File: config.mk
export PLATFORM = sky130hd
export DESIGN_NAME = packed_dual_mac
export DESIGN_NICKNAME = d
export VERILOG_FILES = /design/src/rtl/mac_pkg.sv /design/src/rtl/packed_mult_stage.sv /design/src/rtl/packed_dual_mac.sv
export SDC_FILE = /design/constraint.sdc
export NUM_CORES = 1
export LEC_CHECK = 0
export CAP_MARGIN = 10
export CORE_MARGIN = 4
export CORE_UTILIZATION = 25
export DETAILED_ROUTE_END_ITERATION = 16
export HOLD_SLACK_MARGIN = 0.15
export PLACE_DENSITY_LB_ADDON = 0.2
export SLEW_MARGIN = 20
export SYNTH_ARGS = -nofsm -noshare
export SYNTH_HDL_FRONTEND = slang
export SYNTH_SLANG_ARGS = --single-unit
File: constraint.sdc
create_clock -name clk -period 8.4 [get_ports clk]
set_input_delay 2.52 -clock clk [delete_from_list [all_inputs] [get_ports clk]]
set_output_delay 2.52 -clock clk [all_outputs]
set_load 0.03 [all_outputs]
File: src/rtl/mac_pkg.sv
`default_nettype none
// ============================================================================
// Package     : mac_pkg
// Description : Shared sizing helpers and lane unpack for packed MAC datapaths
// Revision    : 1.0 - initial release
// ============================================================================
package mac_pkg;

  localparam int c_data_w     = 8;
  localparam int c_max_lane_w = 64;

  function automatic int lane_w(input int data_w, input int acc_len);
    return 2 * data_w + $clog2(acc_len) + 1;
  endfunction

  function automatic int pack_w(input int data_w, input int lane_width);
    return 2 * lane_width + data_w;
  endfunction

  // A negative lower lane borrowed one from the lane above it; add it back.
  function automatic logic [c_max_lane_w-1:0] unpack_hi(
    input logic [c_max_lane_w-1:0] hi_field,
    input logic                    lo_sign
  );
    return hi_field + {{(c_max_lane_w-1){1'b0}}, lo_sign};
  endfunction

endpackage
`default_nettype wire

File: src/rtl/packed_mult_stage.sv
`default_nettype none
// ============================================================================
// Module      : packed_mult_stage
// Description : Operand register + packed multiply register (one DSP slice)
// Revision    : 1.0 - initial release
// ============================================================================
module packed_mult_stage
  import mac_pkg::*;
#(
  parameter int DATA_W = c_data_w,
  parameter int LANE_W = lane_w(c_data_w, 9),
  parameter int PACK_W = pack_w(c_data_w, lane_w(c_data_w, 9)),
  parameter int TAG_W  = 2
) (
  input  logic                     clk,
  input  logic                     rst,
  input  logic                     in_valid,
  input  logic [TAG_W-1:0]         in_tag,
  input  logic signed [DATA_W-1:0] in_a_lo,
  input  logic signed [DATA_W-1:0] in_a_hi,
  input  logic signed [DATA_W-1:0] in_b,
  output logic                     p_valid,
  output logic [TAG_W-1:0]         p_tag,
  output logic [PACK_W-1:0]        p
);

  logic                     r_v1;
  logic [TAG_W-1:0]         r_tag1;
  logic signed [DATA_W-1:0] r_a_lo;
  logic signed [DATA_W-1:0] r_a_hi;
  logic signed [DATA_W-1:0] r_b;
  logic                     r_v2;
  logic [TAG_W-1:0]         r_tag2;
  logic [PACK_W-1:0]        r_p;
  logic signed [PACK_W-1:0] w_a_pack;
  logic signed [PACK_W-1:0] w_b_ext;
  logic signed [PACK_W-1:0] w_prod;

  always_ff @(posedge clk) begin
    if (rst) begin
      r_v1   <= 1'b0;
      r_tag1 <= '0;
      r_a_lo <= '0;
      r_a_hi <= '0;
      r_b    <= '0;
    end else begin
      r_v1 <= in_valid;
      if (in_valid) begin
        r_tag1 <= in_tag;
        r_a_lo <= in_a_lo;
        r_a_hi <= in_a_hi;
        r_b    <= in_b;
      end
    end
  end

  // Modular PACK_W product: both lanes stay exact because each fits its lane.
  always_comb begin
    w_a_pack = PACK_W'(r_a_lo) + (PACK_W'(r_a_hi) << LANE_W);
    w_b_ext  = PACK_W'(r_b);
    w_prod   = w_a_pack * w_b_ext;
  end

  always_ff @(posedge clk) begin
    if (rst) begin
      r_v2   <= 1'b0;
      r_tag2 <= '0;
      r_p    <= '0;
    end else begin
      r_v2 <= r_v1;
      if (r_v1) begin
        r_tag2 <= r_tag1;
        r_p    <= w_prod;
      end
    end
  end

  assign p_valid = r_v2;
  assign p_tag   = r_tag2;
  assign p       = r_p;

endmodule
`default_nettype wire

File: src/rtl/packed_dual_mac.sv
`default_nettype none
// ============================================================================
// Module      : packed_dual_mac
// Description : Two-filter packed MAC over ACC_LEN-beat windows with unpack
// Revision    : 1.0 - initial release
// ============================================================================
module packed_dual_mac
  import mac_pkg::*;
#(
  parameter int DATA_W  = c_data_w,
  parameter int ACC_LEN = 9,
  parameter int LANE_W  = lane_w(DATA_W, ACC_LEN),
  parameter int PACK_W  = pack_w(DATA_W, LANE_W)
) (
  input  logic                           clk,
  input  logic                           rst,
  input  logic                           in_valid,
  input  logic signed [DATA_W-1:0]       in_a_lo,
  input  logic signed [DATA_W-1:0]       in_a_hi,
  input  logic signed [DATA_W-1:0]       in_b,
  output logic                           out_valid,
  output logic signed [LANE_W-1:0]       out_lo,
  output logic signed [LANE_W-1:0]       out_hi,
  output logic [$clog2(ACC_LEN+1)-1:0]   beat_cnt
);

  localparam int               c_cnt_w    = $clog2(ACC_LEN + 1);
  localparam logic [c_cnt_w-1:0] c_last_cnt = c_cnt_w'(ACC_LEN - 1);

  logic [c_cnt_w-1:0] r_cnt;
  logic               w_first;
  logic               w_last;
  logic               w_p_valid;
  logic [1:0]         w_p_tag;
  logic [PACK_W-1:0]  w_p;
  logic [PACK_W-1:0]  r_acc;
  logic               r_last3;
  logic [LANE_W-1:0]  w_lo;
  logic [LANE_W-1:0]  w_hi;
  logic               w_unused_acc_top;
  logic               r_out_valid;
  logic [LANE_W-1:0]  r_out_lo;
  logic [LANE_W-1:0]  r_out_hi;

  assign w_first = (r_cnt == '0);
  assign w_last  = (r_cnt == c_last_cnt);

  always_ff @(posedge clk) begin
    if (rst) begin
      r_cnt <= '0;
    end else if (in_valid) begin
      r_cnt <= w_last ? '0 : r_cnt + c_cnt_w'(1);
    end
  end

  packed_mult_stage #(
    .DATA_W (DATA_W),
    .LANE_W (LANE_W),
    .PACK_W (PACK_W),
    .TAG_W  (2)
  ) u_mult (
    .clk      (clk),
    .rst      (rst),
    .in_valid (in_valid),
    .in_tag   ({w_first, w_last}),
    .in_a_lo  (in_a_lo),
    .in_a_hi  (in_a_hi),
    .in_b     (in_b),
    .p_valid  (w_p_valid),
    .p_tag    (w_p_tag),
    .p        (w_p)
  );

  // First beat loads so a window never inherits its predecessor's sum.
  always_ff @(posedge clk) begin
    if (rst) begin
      r_acc   <= '0;
      r_last3 <= 1'b0;
    end else begin
      r_last3 <= w_p_valid & w_p_tag[0];
      if (w_p_valid) begin
        r_acc <= w_p_tag[1] ? w_p : r_acc + w_p;
      end
    end
  end

  assign w_lo             = r_acc[LANE_W-1:0];
  assign w_hi             = LANE_W'(unpack_hi(c_max_lane_w'(r_acc[2*LANE_W-1:LANE_W]),
                                              r_acc[LANE_W-1]));
  assign w_unused_acc_top = ^r_acc[PACK_W-1:2*LANE_W];

  always_ff @(posedge clk) begin
    if (rst) begin
      r_out_valid <= 1'b0;
      r_out_lo    <= '0;
      r_out_hi    <= '0;
    end else begin
      r_out_valid <= r_last3;
      if (r_last3) begin
        r_out_lo <= w_lo;
        r_out_hi <= w_hi;
      end
    end
  end

  assign out_valid = r_out_valid;
  assign out_lo    = r_out_lo;
  assign out_hi    = r_out_hi;
  assign beat_cnt  = r_cnt;

endmodule
`default_nettype wire

Word level (Yosys, flattened, before mapping)
Cells that the tools add are included.
- bits in registers: 178
- bits in latches: 0
- bits in writable memories: 0
- ROM bits: 0
- input port bits: 27
- output and inout bits: 47
- word-level logic and storage cells: 24
- memories kept: 0
- add/subtract/negate cells: 4
- multiply operators: 1
- divide/modulo/power cells: 0
- magnitude comparators: 0
- equal/unequal tests: 1
- shifts and indexed selects: 0
- mux-type cells: 2
- bitwise logic cells: 1
- reduce and logical (&&, ||, !) cells: 1
- operator list (kind ; number):
    $add A50 B50 Y50 ; 1
    $mux W50 ; 1
    $mul A30 B8 Y38 ; 1
    $add A8 B29 Y30 ; 1
    $add A21 B1 Y21 ; 1
    $add A4 B1 Y4 const B ; 1
    $eq A4 B4 Y1 const B ; 1
    $logic_not A4 Y1 ; 1
    $mux W4 ; 1
    $and A1 B1 Y1 ; 1

Logic depth before layout (Yosys ltp)
- depth in word-level cells: 2
- mapped depth: 28
- mapped depth without buffers: 28

Cells and area by module
Synthesis repeated with hierarchy kept, for this count alone.
- cell total of the unflattened synthesis: 1728
- area, all modules: 15040.7 um^2
- by module, submodules not included (module ; instances ; cells an instance ; area each (um^2) ; sequential area each (um^2)):
    packed_mult_stage ; 1 ; 967 ; 8939.8 ; 1361.3
    packed_dual_mac ; 1 ; 761 ; 6100.9 ; 1801.7

Worst setup path after synthesis
OpenSTA, ideal clock, no wires.
- kind: reg2reg
- from: register u_mult.r_a_lo[7]
- to: register u_mult.r_p[36], in the netlist u_mult.p[36]
- library setup time: 0.122 ns
- arrival: 5.894 ns
- required time: 8.278 ns
- setup slack: 2.384 ns
- cell stages (with the launch flop): 27
- clock period less this slack: 6.016 ns
- cells stage by stage: dfxtp_1 -> ha_1 -> fa_1 -> a21oi_1 -> nor2_1 -> nor2_1 -> o21bai_1 -> a21oi_1 -> o21ai_0 -> o21ai_1 -> nand2_1 -> fa_1 -> inv_1 -> fa_1 -> fa_1 -> inv_1 -> fa_1 -> inv_1 -> ha_1 -> a21o_1 -> a21oi_1 -> inv_1 -> a21oi_1 -> o21ai_0 -> nor2_1 -> nor4_1 -> a311o_1
- word-level cells in the longest chain between the ends: 2
- ends and longest elaborated chain (what ; RTL line ; RTL):
    from (decl) ; packed_mult_stage.sv:29 ; logic signed [DATA_W-1:0] r_a_lo;
    from (signal assigned) ; packed_mult_stage.sv:50 ; r_a_lo <= in_a_lo;
    $add A8 B29 Y30 ; packed_mult_stage.sv:59 ; w_a_pack = PACK_W'(r_a_lo) + (PACK_W'(r_a_hi) << LANE_W);
    $mul A30 B8 Y38 ; packed_mult_stage.sv:61 ; w_prod = w_a_pack * w_b_ext;
    to (signal assigned) ; packed_mult_stage.sv:73 ; r_p <= w_prod;
    to (decl) ; packed_mult_stage.sv:34 ; logic [PACK_W-1:0] r_p;
No other way between the ends.
A chain may end at the register's enable or synchronous reset.

Worst setup path after layout
Ends and elaborated chain as after synthesis.

==> results.md <==
* Status: completed
* Worst Hold Class: flip-flop to flip-flop
* Inserted Clock Buffers at 17
* Grt peak-use layer: met2
* Syn Std Cell Area at about 15,000 µm²
* Max Clk Rate at around 150 MHz
* Crit end category: flip-flop
* Vias in the first global route at about 12,000
* Post-DRT Antenna Nets at 0
* Die extent in y at approximately 250 µm
* Crit start category: flip-flop
* CP delay by family, top: adder cells
* Simple-gate share of the synthesized area at a little under a fifth
* First-pass GRT wire length at approximately 65,000 µm
* Largest family of logic cells by synthesized area: adder cells
* Num rows at 90
* Via density at roughly 4.6
* Synthesized flop and latch total at between 150 and 200
* Post-synth top flop: dfxtp_1
* Core area at approximately 60,000 µm²
* Final setup viols at 0
* Total Routing Usage GR at 12.3%
* Die Width at about 250 µm
* Worst hold start: out_hi[2]$_SDFFE_PP0P_
* Leakage power at roughly 7.5 nW
* Met2 global-route usage at a little under a fifth
* Largest net degree at the start of global routing at between 80 and 90
* Util after Layout at between 20 and 30%
* Mux contribution to synthesized area at under 10%
* Nets at roughly 2,100
* Slowest CP cell: fa_1
* Initial core utilization at around a quarter
* Minimum clock period after layout at about 6.7 ns
* Synth warn at 0
* Setup TNS at 0 ns
* Worst-Margin Slew at approximately 0.95 ns
* CTS Buffer Depth at 2
* Initial DRT Pass Iterations at 5
* Synth Area per Inst at between 8 and 9 µm²
* Most used cell, CP: fa_1
* # IOs at 74
* Port bufs at 73
* Antenna diodes at 0
* Syn Inst Count at ~1,800
* R2R Path Start: u_mult.r_a_lo[7]$_SDFFE_PP0P_
* Post-Syn Nets at a little over 2,000
* Layout area overhead at 13.6%
* Synth cell types at just over 80
* Post-CTS Resized at 0
* Post-CTS setup buffers at 0
* Initial antenna violation count at 0
* Met3 Use GR at between 2 and 3%
* Worst EP required at ~8.8 ns
* Crit Path Category: flip-flop to flip-flop
* CTS tree: done
* Register area share after synthesis at 20.8%
* Overall power at 2.36 mW
* Final Instance Area at approximately 17,000 µm²
* Grt met1 use at 17.5%
* XOR/XNOR Fraction of Synth Area at between 4 and 5%
* Grt ovf at 0
* Hold Fails Final Rpt at 0
* CTS Hold Bufs at 0
* Layout cells sized above 1 at 4.68%
* Final WL at roughly 38,000 µm
* CP max stage delay at 0.60 ns
* Placed Area at 16,700 µm²
* Dpl hpwl at roughly 30,000 µm
* DR iter-0 viols at approximately 520
* Clock Tree Root: clkbuf_16
* Clk sink count at between 150 and 200
* GPL Wtd Cong at 0.845
* Post-synthesis compound-gate area fraction at approximately 16%
* Reg clk slew, reported paths at around 0.070 ns
* Final Max Tran Viols at 0
* Slew headroom at 36.7%
* DRC at 0
* Max Cap Violations at 0
* Maximum fanout along the worst path at 18
* Routed WL per cell at approximately 15 µm
* Die Footprint at between 60,000 and 70,000 µm²
* Synth Area in Adders at 28.2%
* CTS H-tree lvls at 4
* Skew final at around 0.016 ns
* Vias at 11,827
* Max VDD drop at roughly 0.00016 V
* Data arrival, critical path at 7.08 ns
* Clock latency on the worst-skew pair at approximately 0.48 ns
* Critical path origin: u_mult.r_a_lo[7]$_SDFFE_PP0P_
* Period utilisation layout at 79.9%
* Number of synthesized flops with an enable pin at 0
* CP bufs+invs at 4
* Pwr Density at roughly 140 nW/µm²
* Share of synthesized registers carrying an async set or reset at 0%
* RSZ-0062 raised after global routing: false
-- layer usage --
| metal | up-vias | part of all wire (%) |
|---|---|---|
| met5 | - | 0 |
| met1 | 5574 | 52 |
| met2 | 155 | 43 |
| li1 | 6075 | - |
| met4 | 0 | 1.2 |
| met3 | 23 | 3.8 |
-- report_power, final --
part,switching [mW],leakage (nW),internal (mW)
clock,0.366,0.309,0.481
combinational,0.401,5.95,0.273
sequential,0.0533,1.29,0.784
total,0.820,7.54,1.54
-- state kept, by name (all words and copies together), names as in the netlist, 2 cells and up --
| register | flops |
|---|---|
| r_acc | 42 |
| u_mult.p_tag | 2 |
| u_mult.r_a_hi | 8 |
| out_lo | 21 |
| out_hi | 21 |
| beat_cnt | 4 |
| u_mult.p | 38 |
| u_mult.r_b | 8 |
| u_mult.r_a_lo | 8 |
| u_mult.r_tag1 | 2 |
-- metrics by stage --
stage / setup WS [ns] / hold slack (ns) / std cells
after detailed placement: 1.65 / 0.479 / 2567
after global routing: 1.07 / 0.513 / 2599
after CTS: 1.62 / 0.489 / 2599
after global placement: 1.80 / 0.478 / 2567
after floorplan: 2.38 / 0.452 / 1787
final: 1.69 / 0.485 / 2599
-- cells in the mapped netlist (4+ instances only) --
library cell	number	area [µm²]
o22ai_1	10	62.6
nor3b_1	13	97.6
or3_1	11	68.8
o21a_1	10	75.1
nand2_1	135	507
a211oi_1	34	255
xor2_1	33	289
nor4_1	5	31.3
o211ai_1	16	120
o21ai_1	7	35.0
dfxtp_1	158	3160
a211o_1	4	35.0
o31a_1	5	43.8
o21ai_0	64	320
a311oi_1	12	105
o31ai_1	4	30.0
xnor2_1	40	350
inv_1	198	743
and2_1	88	551
buf_1	13	48.8
ha_1	114	1430
a21oi_2	4	35.0
mux2i_1	79	791
a21boi_0	4	30.0
and3_1	7	43.8
fa_1	143	2860
nand2b_1	22	138
nor2_1	191	717
a21oi_1	80	400
o211a_1	4	40.0
a31oi_1	12	75.1
nor2b_1	10	62.6
nor3_1	22	110
nand4_1	15	93.8
or2_2	5	31.3
nand3_1	40	200
a21o_1	30	225
o21bai_1	13	97.6
clkbuf_1	66	248
-- cells by family (layout without fill, tap and decap cells) --
family | after synthesis | after routing
AND/OR/NAND/NOR | 575 | 575
AO/OA/AOI/OAI | 359 | 359
buffers and inverters | 283 | 313
adder cells (fa/ha/maj) | 257 | 257
flip-flops | 158 | 158
multiplexers | 82 | 82
XOR/XNOR | 73 | 73
-- worst register-to-register path: stages, from the launching register on --
cell and delay [ns]:
dfxtp_1 0.52, ha_1 0.32, fa_1 0.41, a21oi_1 0.15, nor2_1 0.05, nor2_1 0.15
o21bai_1 0.08, a21oi_1 0.22, o21ai_0 0.11, o21ai_1 0.28, nand2_1 0.25, fa_1 0.60
inv_1 0.15, fa_1 0.53, fa_1 0.54, inv_1 0.05, fa_1 0.53, inv_1 0.04
ha_1 0.37, a21o_1 0.20, a21oi_1 0.21, inv_1 0.06, a21oi_1 0.15, o21ai_0 0.10
nor2_1 0.12, nor4_1 0.06, a311o_1 0.34
-- cell type report --
| type | count | area (µm²) |
|---|---|---|
| Fill cell | 6418 | 43100 |
| Tap cell | 782 | 978 |
| Clock inverter | 14 | 180 |
| Sequential cell | 158 | 3170 |
| Inverter | 200 | 751 |
| Multi-Input combinational cell | 1346 | 11000 |
| Timing Repair Buffer | 81 | 783 |
| Clock buffer | 18 | 439 |
-- cell usage in the layout (no fill, tap or decap), types with 12 or more instances in the layout --
master and instances:
inv_1 198, nand4_1 15, fa_1 143, nand3_1 40
nor3_1 22, xnor2_1 40, o21bai_1 13, a311oi_1 12
a31oi_1 12, and2_1 88, mux2i_1 79, nand2b_1 22
nand2_1 135, a211oi_1 34, o211ai_1 16, o21ai_0 64
a21o_1 30, xor2_1 33, clkbuf_16 17, dfxtp_1 154
clkdlybuf4s50_1 71, nor2_1 191, ha_1 114, nor3b_1 13
a21oi_1 80
-- worst paths after layout --
path / to / slack, ns / cells after the start
min: out_hi[2]$_SDFFE_PP0P_ / 0.49 / 2
max: u_mult.p[36]$_SDFFE_PP0P_ / 1.69 / 26
min reg2reg: out_hi[2]$_SDFFE_PP0P_ / 0.49 / 2
max reg2reg: u_mult.p[36]$_SDFFE_PP0P_ / 1.69 / 26
(Power assumes the default switching activity.)
